--- src/rtl/regfile_seq_pkg.sv ---
// regfile_seq_pkg: shared opcodes, FSM states, ALU modes and instruction field positions
package regfile_seq_pkg;

    typedef enum logic [2:0] {
        OP_NOP  = 3'b000,
        OP_LDI  = 3'b001,
        OP_MOV  = 3'b010,
        OP_ADD  = 3'b011,
        OP_SUB  = 3'b100,
        OP_SWAP = 3'b101,
        OP_OUT  = 3'b110,
        OP_ILL  = 3'b111
    } opcode_e;

    typedef enum logic [1:0] {
        S_IDLE  = 2'd0,
        S_EXEC  = 2'd1,
        S_SWAP2 = 2'd2,
        S_DONE  = 2'd3
    } state_e;

    typedef enum logic [1:0] {
        ALU_PASS = 2'd0,
        ALU_ADD  = 2'd1,
        ALU_SUB  = 2'd2
    } alu_op_e;

    localparam int OP_MSB  = 7;
    localparam int OP_LSB  = 5;
    localparam int RD_BIT  = 4;
    localparam int IMM_MSB = 3;
    localparam int IMM_LSB = 0;
    localparam int RA_BIT  = 1;
    localparam int RB_BIT  = 0;

endpackage

--- src/rtl/regfile_sequencer_alu4.sv ---
// alu4: combinational pass/add/subtract with carry-out or borrow
module alu4
    import regfile_seq_pkg::*;
#(
    parameter int N = 4
) (
    input  alu_op_e      op_i,
    input  logic [N-1:0] a_i,
    input  logic [N-1:0] b_i,
    output logic [N-1:0] y_o,
    output logic         c_o
);

    logic [N:0] s;

    // one extra bit: carry for add, borrow (a < b) for subtract, zero for pass
    always_comb begin
        s   = (op_i == ALU_ADD) ? {1'b0, a_i} + {1'b0, b_i} :
              (op_i == ALU_SUB) ? {1'b0, a_i} - {1'b0, b_i} : {1'b0, a_i};
        y_o = s[N-1:0];
        c_o = s[N];
    end

endmodule

--- src/rtl/regfile_sequencer.sv ---
// regfile_sequencer: decodes 8-bit micro-instructions and drives a 2-entry register file
module regfile_sequencer
    import regfile_seq_pkg::*;
#(
    parameter int N = 4
) (
    input  logic         clk,
    input  logic         rst,
    input  logic [7:0]   in_instr,
    input  logic         in_valid,
    output logic         in_ready,
    output logic         rf_SA,
    output logic         rf_SB,
    output logic         rf_DA,
    output logic         rf_W,
    output logic [N-1:0] rf_D,
    input  logic [N-1:0] rf_A,
    input  logic [N-1:0] rf_B,
    output logic         done,
    output logic [N-1:0] result,
    output logic         flag_z,
    output logic         flag_c,
    output logic         err
);

    state_e       state_q, state_d;
    logic [7:0]   ir_q, ir_d;
    logic [N-1:0] tmp_q, tmp_d;
    logic [N-1:0] result_q, result_d;
    logic         z_q, z_d, c_q, c_d, err_q, err_d;

    opcode_e      op;
    logic         rd, ra, rb;
    logic [N-1:0] imm, alu_a, alu_y;
    logic         alu_c;
    alu_op_e      alu_op;

    assign op     = opcode_e'(ir_q[OP_MSB:OP_LSB]);
    assign rd     = ir_q[RD_BIT];
    assign ra     = ir_q[RA_BIT];
    assign rb     = ir_q[RB_BIT];
    assign imm    = N'(ir_q[IMM_MSB:IMM_LSB]);
    assign alu_a  = (op == OP_LDI) ? imm : rf_A;
    assign alu_op = (op == OP_ADD) ? ALU_ADD : (op == OP_SUB) ? ALU_SUB : ALU_PASS;

    alu4 #(.N(N)) u_alu (
        .op_i (alu_op),
        .a_i  (alu_a),
        .b_i  (rf_B),
        .y_o  (alu_y),
        .c_o  (alu_c)
    );

    assign result = result_q;
    assign flag_z = z_q;
    assign flag_c = c_q;
    assign err    = err_q;

    // next-state, register-file strobes and retire values for the current instruction
    always_comb begin
        state_d  = state_q;
        ir_d     = ir_q;
        tmp_d    = tmp_q;
        result_d = result_q;
        z_d      = z_q;
        c_d      = c_q;
        err_d    = err_q;
        in_ready = 1'b0;
        rf_SA    = 1'b0;
        rf_SB    = 1'b0;
        rf_DA    = 1'b0;
        rf_W     = 1'b0;
        rf_D     = '0;
        done     = 1'b0;
        case (state_q)
            S_IDLE: begin
                in_ready = 1'b1;
                if (in_valid) begin
                    ir_d    = in_instr;
                    state_d = S_EXEC;
                end
            end
            S_EXEC: begin
                rf_SA   = ra;
                rf_SB   = rb;
                rf_DA   = rd;
                rf_D    = alu_y;
                state_d = S_DONE;
                case (op)
                    OP_LDI, OP_MOV: begin
                        rf_W     = 1'b1;
                        result_d = alu_y;
                    end
                    OP_ADD, OP_SUB: begin
                        rf_W     = 1'b1;
                        result_d = alu_y;
                        z_d      = (alu_y == '0);
                        c_d      = alu_c;
                    end
                    OP_SWAP: begin
                        rf_SA    = 1'b1;
                        rf_SB    = 1'b0;
                        rf_DA    = 1'b0;
                        rf_D     = rf_A;
                        rf_W     = 1'b1;
                        tmp_d    = rf_B;
                        result_d = rf_A;
                        state_d  = S_SWAP2;
                    end
                    OP_OUT:  result_d = rf_A;
                    OP_ILL:  err_d = 1'b1;
                    default: ;
                endcase
            end
            S_SWAP2: begin
                rf_DA   = 1'b1;
                rf_D    = tmp_q;
                rf_W    = 1'b1;
                state_d = S_DONE;
            end
            S_DONE: begin
                done    = 1'b1;
                state_d = S_IDLE;
            end
            default: state_d = S_IDLE;
        endcase
    end

    // state and datapath registers; reset returns everything to idle defaults
    always_ff @(posedge clk) begin
        if (rst) begin
            state_q  <= S_IDLE;
            ir_q     <= '0;
            tmp_q    <= '0;
            result_q <= '0;
            z_q      <= 1'b0;
            c_q      <= 1'b0;
            err_q    <= 1'b0;
        end else begin
            state_q  <= state_d;
            ir_q     <= ir_d;
            tmp_q    <= tmp_d;
            result_q <= result_d;
            z_q      <= z_d;
            c_q      <= c_d;
            err_q    <= err_d;
        end
    end

endmodule

--- config.mk ---
export PLATFORM = sky130hd
export DESIGN_NAME = regfile_sequencer
export DESIGN_NICKNAME = d
export VERILOG_FILES = /design/src/rtl/regfile_seq_pkg.sv /design/src/rtl/regfile_sequencer_alu4.sv /design/src/rtl/regfile_sequencer.sv
export SDC_FILE = /design/constraint.sdc
export NUM_CORES = 1
export LEC_CHECK = 0
export CAP_MARGIN = 20
export CORE_MARGIN = 5
export CORE_UTILIZATION = 45
export CTS_BUF_LIST = sky130_fd_sc_hd__clkbuf_16
export DETAILED_ROUTE_END_ITERATION = 7
export PLACE_DENSITY = 0.78
export SLEW_MARGIN = 10
export SYNTH_ARGS = -nofsm -noshare
export SYNTH_HDL_FRONTEND = slang
export SYNTH_SLANG_ARGS = --single-unit
--- constraint.sdc ---
create_clock -name clk -period 2.95 [get_ports clk]
set_input_delay 0.4425 -clock clk [delete_from_list [all_inputs] [get_ports clk]]
set_output_delay 0.4425 -clock clk [all_outputs]
set_load 0.005 [all_outputs]
==> impl_metrics.py, run 1 <==
metrics = {
    "detailed_routing": {
        "antenna_left": 0,
        "vias": 1567,
        "post_drt_via_cell_ratio": 5.35,
        "drt_first_iter_violations": 80,
        "drcViolationCount": 0,
        "dr.pass1.iters": 4,
        "wl_per_cell_um": 15.0,
        "routed_wl_um": 4390,
    },
    "clock_network": {
        "ctsHtreeMaxLevel": 1,
        "insertion_delay_ns": 0.25,
        "clock-sinks": 21,
        "cts_tree": "done",
        "cts_made_buffers": 3,
        "cts_max_path_buffers": 2,
        "cts.reportedPaths.clkPinSlew_ns": 0.06,
        "root_buffer": "clkbuf_16",
    },
    "layout": {
        "drive_gt1_share_pct": 27.1,
        "register_area_sq_um": 423,
        "nFillCells": 249,
        "final_cell_count_no_fill": 293,
        "syn_to_final_growth_pct": 50.9,
        "fin_nets": 282,
        "diodes": 0,
        "multiInputGateArea_sq_um": 1120,
    },
    "synth": {
        "synth_top_family_by_area": "simple AND/OR/NAND/NOR gates",
        "synth-main-ff-cell": "dfxtp_1",
        "yosysUniqueCellTypes": 46,
        "yosysMostFrequentCell": "dfxtp_1",
        "synth_compound_area_share_pct": 19.2,
        "yosys.area.top_type": "dfxtp_1",
        "ys_ff_latch": 21,
        "synth_async_sr_flop_share_pct": 0,
        "netlist_top_cells_area": "dfxtp_1, ha_1, mux2i_1, a21oi_1, mux2_2",
        "syn-cell-area_sq_um": 1540,
        "synth_cells": 181,
        "synthTopCellsByCount": "dfxtp_1, a21oi_1, nand2_1",
        "muxShareOfSynthArea_pct": 9.50,
        "synthAdderAreaFrac_pct": 13.2,
        "yosysSeqAreaShare_pct": 27.3,
        "syn_nets": 215,
        "synth_edf_count": 0,
        "yosysWarnings": 0,
        "synth_xor_area_share_pct": 1.14,
        "yosysTopAreaCellShare_pct": 27.3,
        "synthSimpleGateAreaFrac_pct": 23.6,
        "syn_area_per_cell_sq_um": 8.51,
    },
    "timing": {
        "relSlewSlack_pct": 47.0,
        "setup_viol": 4,
        "layout_min_cycle_time_ns": 3.24,
        "rsz0062_at_grt": "true",
        "maxSlewViolCount": 0,
        "finalCritPeriodShare_pct": 110,
        "tightest_slew_ns": 0.793,
        "finalHoldViolCount": 0,
        "max_freq_mhz": 309,
        "timing.final.ws_setup_ns": -0.288,
        "fin_skew_ns": 0.00271,
    },
    "power": {
        "sw_frac_of_total_pct": 34.9,
        "vdd_drop_max_mv": 0.401,
        "p_sw_mw": 0.483,
        "p_seq_share_pct": 25.7,
        "comb_power_share_pct": 54.0,
        "power_leakage_nw": 0.968,
        "p_total_mw": 1.38,
        "clock_power_share_pct": 20.3,
        "internal_power_mw": 0.899,
        "power_density_nw_per_um2": 595,
    },
    "placed_design": {
        "io_buffers": 35,
        "dp_worst_setup_slack_ns": -0.539,
        "dp_hpwl_um": 3180,
        "placed_cells": 281,
        "gp_congestion": 0.860,
    },
    "floorplanning": {
        "dieArea_sq_um": 4690,
        "die_w_um": 68.5,
        "die_h_um": 68.5,
        "core_area_sq_um": 3340,
        "io_pins": 36,
        "initial_core_util_pct": 46.2,
        "rows": 21,
    },
    "grt": {
        "antenna_found_initial": 0,
        "grt_max_degree": 22,
        "grt_pass1_wl_um": 7250,
        "grt_pass1_vias": 1557,
        "grt-ovfl-total": 0,
        "gr-usage-all-layers_pct": 20.6,
    },
    "run_status": {
        "status": "finished, violations left",
        "violations": "negative setup slack",
    },
    "worst_setup_path": {
        "cp_max_fo": 4,
        "start_kind": "flip-flop",
        "crit_type": "reg -> out",
        "endpoint_kind": "output port",
        "required_ns": 2.51,
        "cp.arrival_ns": 2.80,
    },
    "run": {
        "maxCapViolations": 0,
    },
    "worst_hold_path": {
        "hold_path_class": "reg -> reg",
    },
}
## worst max-delay path, cell delays in order, from the launching register on
cell and delay [ns]:
dfxtp_2 0.32, nor2b_4 0.14, and2_4 0.17, buf_4 0.12, mux2_4 0.32, ha_4 0.30
nand3b_1 0.10, and4_1 0.21, or3_4 0.34, nor3b_2 0.16, o21a_1 0.13, dlygate4sd2_1 0.22
## cell type report
| cell class | instances | share of cell area (%) |
|---|---|---|
| clock buffers | 3 | 3.23 |
| clock inverters | 1 | 0.161 |
| inverters | 9 | 1.45 |
| multi-input cells | 142 | 48.2 |
| flip-flops and latches | 21 | 18.2 |
| well taps | 46 | 2.48 |
| repair buffers | 71 | 26.3 |
## power groups by stage
stage          sequential [mW]  combinational (mW)  clock (mW)
6_report                 0.355               0.747       0.280
2_1_floorplan            0.360               0.402           0
5_1_grt                  0.362               0.819       0.300
4_1_cts                  0.354               0.733       0.285
3_3_place_gp             0.359               0.667           0
3_5_place_dp             0.360               0.674           0
## path summary, 6_finish.rpt
check	startpoint	end	slack, ns	cells past startpoint
hold reg to reg	flag_c	flag_c	0.45	2
hold / removal	flag_c	flag_c	0.45	2
setup / recovery	ir_q[5]	rf_D[3]	-0.29	11
setup reg to reg	ir_q[5]	flag_z	-0.06	12
## metrics by stage
step / util, % / instance area, sq um / TNS (ns) / hold slack [ns]
floorplan: - / 1560 / 0 / 0.437
global placement: 63.3 / 2110 / -1.93 / 0.442
detailed placement: 63.3 / 2110 / -2.09 / 0.448
CTS: 68.9 / 2300 / -0.882 / 0.456
global route: 69.7 / 2320 / -1.37 / 0.484
finish: 69.7 / 2320 / -0.764 / 0.453
## per-layer routing
layer,up-vias,track usage [%],part of all wire [%]
li1,788,-,-
met1,739,27.0,45
met2,36,34.2,49
met3,4,3.08,5.0
met4,0,7.20,1.1
met5,-,0,0
## placed cells by master (no fill, tap or decap), types with 2 or more instances in the layout
cell type,Yosys,layout
buf_4,1,34
clkdlybuf4s50_1,0,30
dfxtp_1,21,19
a21oi_1,16,15
nand2_1,14,14
nor2_1,12,12
inv_1,8,9
mux2i_1,9,9
nand3_1,9,9
ha_1,13,9
nor2b_1,9,8
o21ai_0,6,4
o21ai_1,2,4
a222oi_1,4,4
mux2_4,0,3
o21a_1,3,3
nor3b_1,5,3
nand3b_1,3,3
ha_4,0,3
clkbuf_16,0,3
mux2_2,5,2
nand2b_1,2,2
a211oi_2,0,2
nor3b_2,0,2
nor3_1,2,2
a31oi_1,2,2
a21o_1,2,2
dlygate4sd2_1,0,2
dfxtp_2,0,2
buf_2,0,2
buf_6,2,2
## registers in the layout, summed over array words and instances, names as in the netlist
name / cells
err: 1
result: 4
flag_z: 1
state_q: 2
tmp_q: 4
ir_q: 8
flag_c: 1
## cells by family after synthesis
logic type      Yosys count
compound gates           45
xor+xnor                  2
fa+ha+maj                15
buf+inv                  18
flops                    21
mux                      14
simple gates             66
## timing repair
| action | in CTS | in global routing |
|---|---|---|
| hold buffers | 0 | 0 |
| buffers inserted | 7 | 2 |
| resized for setup | 24 | 8 |
| setup endpoints to repair | 5 | 5 |
| gates cloned | 0 | 0 |
| pin swaps | 11 | 10 |
Note: power is estimated with default switching activity, not from simulation.
==> inputs of run 2 (changes only) <==
- GPL_TIMING_DRIVEN: not set -> 0
==> run 2 against run 1 <==
Against the previous run: the flow still finishes with violations (negative setup slack); die area unchanged; flip-flop and latch count unchanged; worst setup slack worse by 0.16 ns; highest routed layer unchanged; count of clock-buffer cells in the layout did not move; combinational power is 11% higher; via count rose by 5.5%; register-to-register slack got worse by 0.08 ns; non-clock buffer count shrank 4.
==> impl_metrics.py, run 2 (same netlist as run 1, synthesis figures left out) <==
metrics = {
    "run_status": {
        "status": "finished, violations left",
        "violations": "negative setup slack",
    },
    "floorplanning": {
        "dieArea_sq_um": 4690,
        "rows": 21,
        "die_h_um": 68.5,
        "die_w_um": 68.5,
        "initial_core_util_pct": 46.2,
        "core_area_sq_um": 3340,
        "io_pins": 36,
    },
    "layout": {
        "fin_nets": 278,
        "top_register": "ir_q",
        "layout_commonest_cell": "clkdlybuf4s50_1",
        "diodes": 0,
        "final_cell_mix": "clkdlybuf4s50_1, dfxtp_1, buf_4",
        "largest_reg_flops": 8,
        "final_cell_count_no_fill": 289,
        "syn_to_final_growth_pct": 51.6,
        "drive_gt1_share_pct": 26.3,
    },
    "placed_design": {
        "io_buffers": 34,
        "dp_worst_setup_slack_ns": -0.684,
        "dp_hpwl_um": 3030,
        "placed_cells": 261,
        "gp_congestion": 0.878,
    },
    "clock_network": {
        "cts_max_path_buffers": 2,
        "cts_tree": "done",
        "ctsHtreeMaxLevel": 1,
        "clock-sinks": 21,
        "cts_made_buffers": 3,
        "cts.reportedPaths.clkPinSlew_ns": 0.06,
        "root_buffer": "clkbuf_16",
        "insertion_delay_ns": 0.25,
        "cts.hold.buffers_added": 0,
    },
    "timing": {
        "fin_skew_ns": 0.00262,
        "max_freq_mhz": 294,
        "rsz0062_at_grt": "true",
        "layout_min_cycle_time_ns": 3.40,
        "maxSlewViolCount": 0,
        "finalCritPeriodShare_pct": 115,
        "timing.final.ws_setup_ns": -0.448,
        "relSlewSlack_pct": 54.8,
        "finalHoldViolCount": 0,
        "tightest_slew_ns": 0.676,
        "setup_viol": 4,
    },
    "detailed_routing": {
        "wl_per_cell_um": 17.0,
        "vias": 1653,
        "routed_wl_um": 4910,
        "post_drt_via_cell_ratio": 5.72,
        "antenna_left": 0,
        "dr.pass1.iters": 4,
        "drt_first_iter_violations": 228,
        "drcViolationCount": 0,
    },
    "power": {
        "internal_power_mw": 0.944,
        "clock_power_share_pct": 19.0,
        "sw_frac_of_total_pct": 36.1,
        "comb_power_share_pct": 56.3,
        "p_sw_mw": 0.533,
        "p_seq_share_pct": 24.7,
        "vdd_drop_max_mv": 0.416,
        "power_density_nw_per_um2": 632,
        "power_leakage_nw": 0.956,
    },
    "grt": {
        "grt-ovfl-total": 0,
        "grt_pass1_vias": 1589,
        "gr-usage-all-layers_pct": 21.5,
        "grt_pass1_wl_um": 7500,
        "grt_max_degree": 12,
        "antenna_found_initial": 0,
    },
    "worst_setup_path": {
        "cp_slowest_cell": "dfxtp_4",
        "crit_path_max_incr_delay_ns": 0.35,
        "path_buf_inv": 1,
        "path_cells": "nor2b_4 > and2_4 > mux2_4 > ha_4 > fa_2 > xor2_1 > a222oi_1 > a31oi_2 > a222oi_1 > nor2b_1 > buf_2",
        "cp.arrival_ns": 2.96,
        "required_ns": 2.51,
        "crit_type": "reg -> out",
        "crit_top_cell": "a222oi_1",
        "start_kind": "flip-flop",
        "critical_path.top_delay_family": "compound AO/OA/AOI/OAI gates",
        "cp_max_fo": 4,
        "endpoint_kind": "output port",
    },
    "run": {
        "maxCapViolations": 0,
    },
    "worst_hold_path": {
        "hold_path_class": "reg -> reg",
    },
}
==> run 2: worst paths after layout <==
kind / startpoint / endpoint / slack (ns) / depth (start not counted)
worst min-delay path: flag_c / flag_c / 0.47 / 2
worst max register to register: ir_q[5] / flag_z / -0.14 / 11
worst min register to register: flag_c / flag_c / 0.47 / 2
worst max-delay path: ir_q[5] / rf_D[2] / -0.45 / 11
==> run 2: layer usage <==
metal,global-route usage (%),routed length [um],vias up
met5,0,0,-
met4,8.68,101,0
met3,3.89,364,12
met2,36.9,2450,84
met1,26.3,2000,786
li1,-,-,771
==> run 2: area by class of cell <==
type                       count  area (sq um)
buffer                         6          30.0
clock buffer                   3          75.1
clock inverter                 1          3.75
fill                         250          1000
inverter                       9          36.3
multi-input combinational    142          1140
sequential                    21           432
tap                           46          57.6
timing repair buffer          61           557
==> run 2: worst register-to-register path: stages (launching register included) <==
cell	delay, ns
dfxtp_4	0.35
nor2b_4	0.13
and2_4	0.18
mux2_4	0.33
ha_4	0.17
fa_2	0.34
xor2_1	0.15
a222oi_1	0.29
a31oi_2	0.20
buf_4	0.19
or4_4	0.48
a211oi_2	0.21
==> run 2: repair_timing <==
item,CTS,global route
endpoints found under the setup margin,6,6
resized for setup,37,17
setup buffers,23,5
pin swaps,13,15
==> run 2: per-stage QoR <==
stage	total power, mW	hold slack (ns)	setup TNS, ns	util [%]	instance area, sq um
floorplan	0.762	0.437	0	-	1560
finish	1.48	0.468	-1.12	70.0	2330
CTS	1.39	0.456	-0.962	67.9	2270
global route	1.56	0.486	-1.70	70.0	2330
detailed placement	0.966	0.447	-2.46	58.7	1960
global placement	0.959	0.443	-2.47	58.7	1960
==> run 2: power by group through the flow <==
stage          combinational [mW]  clock [mW]  sequential [mW]
6_report                    0.831       0.281            0.365
5_1_grt                     0.892       0.297            0.372
4_1_cts                     0.745       0.285            0.364
3_5_place_dp                0.594           0            0.371
3_3_place_gp                0.591           0            0.368
2_1_floorplan               0.402           0            0.360
==> inputs of run 3 (changes only) <==
- PLACE_DENSITY: 0.78 -> 0.76
==> run 3 against run 2 <==
Against the previous run: the run still ends with negative setup slack left; highest routed layer unchanged; core utilization shrank 2.4 points; flip-flop and latch count is the same; non-clock buffer count shrank 5; count of clock-buffer cells in the layout is the same; worst setup slack gained 0.059 ns; first-iteration DRC count shrank 25%; sequential share of layout area grew 0.65 points; cell count shrank 1.7%; combinational power shrank 11%; final area shrank 3.4%; die area is the same; power shrank 5.4%.
==> impl_metrics.py, run 3 (same netlist as run 1, synthesis figures left out) <==
metrics = {
    "layout": {
        "largest_reg_flops": 8,
        "nFillCells": 268,
        "final_cell_mix": "clkdlybuf4s50_1, buf_4, dfxtp_1",
        "diodes": 0,
        "fin_nets": 273,
        "syn_to_final_growth_pct": 46.5,
        "layout_commonest_cell": "clkdlybuf4s50_1",
        "top_register": "ir_q",
        "drive_gt1_share_pct": 23.5,
        "stdcell_area_sq_um": 2260,
    },
    "timing": {
        "finalHoldViolCount": 0,
        "timing.final.ws_setup_ns": -0.389,
        "maxSlewViolCount": 0,
        "tightest_slew_ns": 0.741,
        "layout_min_cycle_time_ns": 3.34,
        "rsz0062_at_grt": "true",
        "relSlewSlack_pct": 50.5,
        "tns_ns": -1.00,
        "finalCritPeriodShare_pct": 113,
        "setup_viol": 4,
        "fin_skew_ns": 0.00256,
        "max_freq_mhz": 300,
    },
    "worst_setup_path": {
        "cp.arrival_ns": 2.90,
        "startpoint": "ir_q[5]",
        "start_kind": "flip-flop",
        "endpoint_kind": "output port",
        "crit-reg2reg-launch": "ir_q[5]",
        "cp_max_fo": 4,
        "crit_type": "reg -> out",
        "reg2regPathDepth": 11,
        "required_ns": 2.51,
    },
    "run_status": {
        "status": "finished, violations left",
        "violations": "negative setup slack",
    },
    "grt": {
        "grt_pass1_wl_um": 7000,
        "antenna_found_initial": 0,
        "grt_max_degree": 12,
        "grt_pass1_vias": 1455,
        "grt-ovfl-total": 0,
        "gr-usage-all-layers_pct": 20.0,
    },
    "clock_network": {
        "cts_made_buffers": 3,
        "root_buffer": "clkbuf_16",
        "clock-sinks": 21,
        "cts.hold.buffers_added": 0,
        "insertion_delay_ns": 0.25,
        "ctsHtreeMaxLevel": 1,
        "cts_tree": "done",
        "cts_max_path_buffers": 2,
        "cts.reportedPaths.clkPinSlew_ns": 0.06,
    },
    "detailed_routing": {
        "wl_per_cell_um": 16.0,
        "drt_first_iter_violations": 170,
        "routed_wl_um": 4540,
        "dr.pass1.iters": 4,
        "drcViolationCount": 0,
        "vias": 1561,
        "post_drt_via_cell_ratio": 5.50,
        "antenna_left": 0,
    },
    "power": {
        "clock_power_share_pct": 20.2,
        "p_sw_mw": 0.497,
        "sw_frac_of_total_pct": 35.6,
        "p_seq_share_pct": 26.9,
        "comb_power_share_pct": 53.0,
        "internal_power_mw": 0.899,
        "vdd_drop_max_mv": 0.374,
        "power_density_nw_per_um2": 619,
        "power_leakage_nw": 0.927,
    },
    "placed_design": {
        "dp_hpwl_um": 3100,
        "dpl_cell_area_sq_um": 1960,
        "gp_congestion": 0.952,
        "io_buffers": 34,
    },
    "floorplanning": {
        "initial_core_util_pct": 46.2,
        "die_w_um": 68.5,
        "dieArea_sq_um": 4690,
        "core_area_sq_um": 3340,
        "io_pins": 36,
        "rows": 21,
        "die_h_um": 68.5,
    },
    "worst_hold_path": {
        "hold_path_class": "reg -> reg",
        "min_from": "flag_c",
        "holdPathStages": 2,
    },
    "run": {
        "maxCapViolations": 0,
    },
}
run 3: changes by cell type in the layout (fill, tap and decap cells not counted), sizes merged:
cell	delta
dlygate4sd2	-2
buf	-5
clkdlybuf4s50	+1
dlymetal6s2s	+1
run 3: cell type report:
class / count / area [sq um] / share of cell area, %
plain buffers: 6 / 30.0 / 1.33
well taps: 46 / 57.6 / 2.55
repair buffers: 56 / 490 / 21.7
clock buffers: 3 / 75.1 / 3.33
multi-input cells: 142 / 1130 / 50.2
clock inverters: 1 / 3.75 / 0.166
inverters: 9 / 33.8 / 1.50
flip-flops and latches: 21 / 432 / 19.1
run 3: power groups by stage:
stage / logic, mW / clock network, mW / registers, mW
final: 0.739 / 0.282 / 0.375
after global routing: 0.805 / 0.297 / 0.383
after CTS: 0.678 / 0.284 / 0.371
after detailed placement: 0.597 / 0 / 0.370
after global placement: 0.593 / 0 / 0.369
after floorplan: 0.402 / 0 / 0.360
run 3: timing repair:
| action | CTS | global route |
|---|---|---|
| resized for setup | 33 | 8 |
| setup endpoints to repair | 5 | 5 |
| pin swaps | 16 | 17 |
| buffers inserted | 13 | 9 |
run 3: metrics by stage:
step,setup slack [ns],total power [mW],instances,hold WS [ns],util (%)
2_1_floorplan,0.0113,0.762,181,0.437,-
3_3_place_gp,-0.651,0.962,261,0.442,58.7
3_5_place_dp,-0.650,0.967,261,0.451,58.7
4_1_cts,-0.364,1.33,277,0.459,65.1
5_1_grt,-0.502,1.49,284,0.494,67.6
6_report,-0.389,1.40,284,0.462,67.6
run 3: critical path, cell delays in order, from the launching register on:
cell and delay, ns:
dfxtp_4 0.35, nor2b_4 0.13, and2_4 0.19, mux2_4 0.33, ha_4 0.17, fa_2 0.35
xor2_1 0.17, a222oi_1 0.29, a31oi_1 0.21, a222oi_1 0.25, nor2b_1 0.08, buf_2 0.13
run 3: routing by layer:
metal  track usage (%)  vias up  part of all wire [%]
met5                 0        -                     0
met4              5.96        0                   2.0
met3              2.76       10                   5.3
met2              32.8       54                    50
met1              27.0      731                    43
li1                  -      766                     -
run 3: final timing paths:
path              to  slack, ns
min reg2reg   flag_c       0.46
max          rf_D[2]      -0.39
max reg2reg   flag_z      -0.17
min           flag_c       0.46
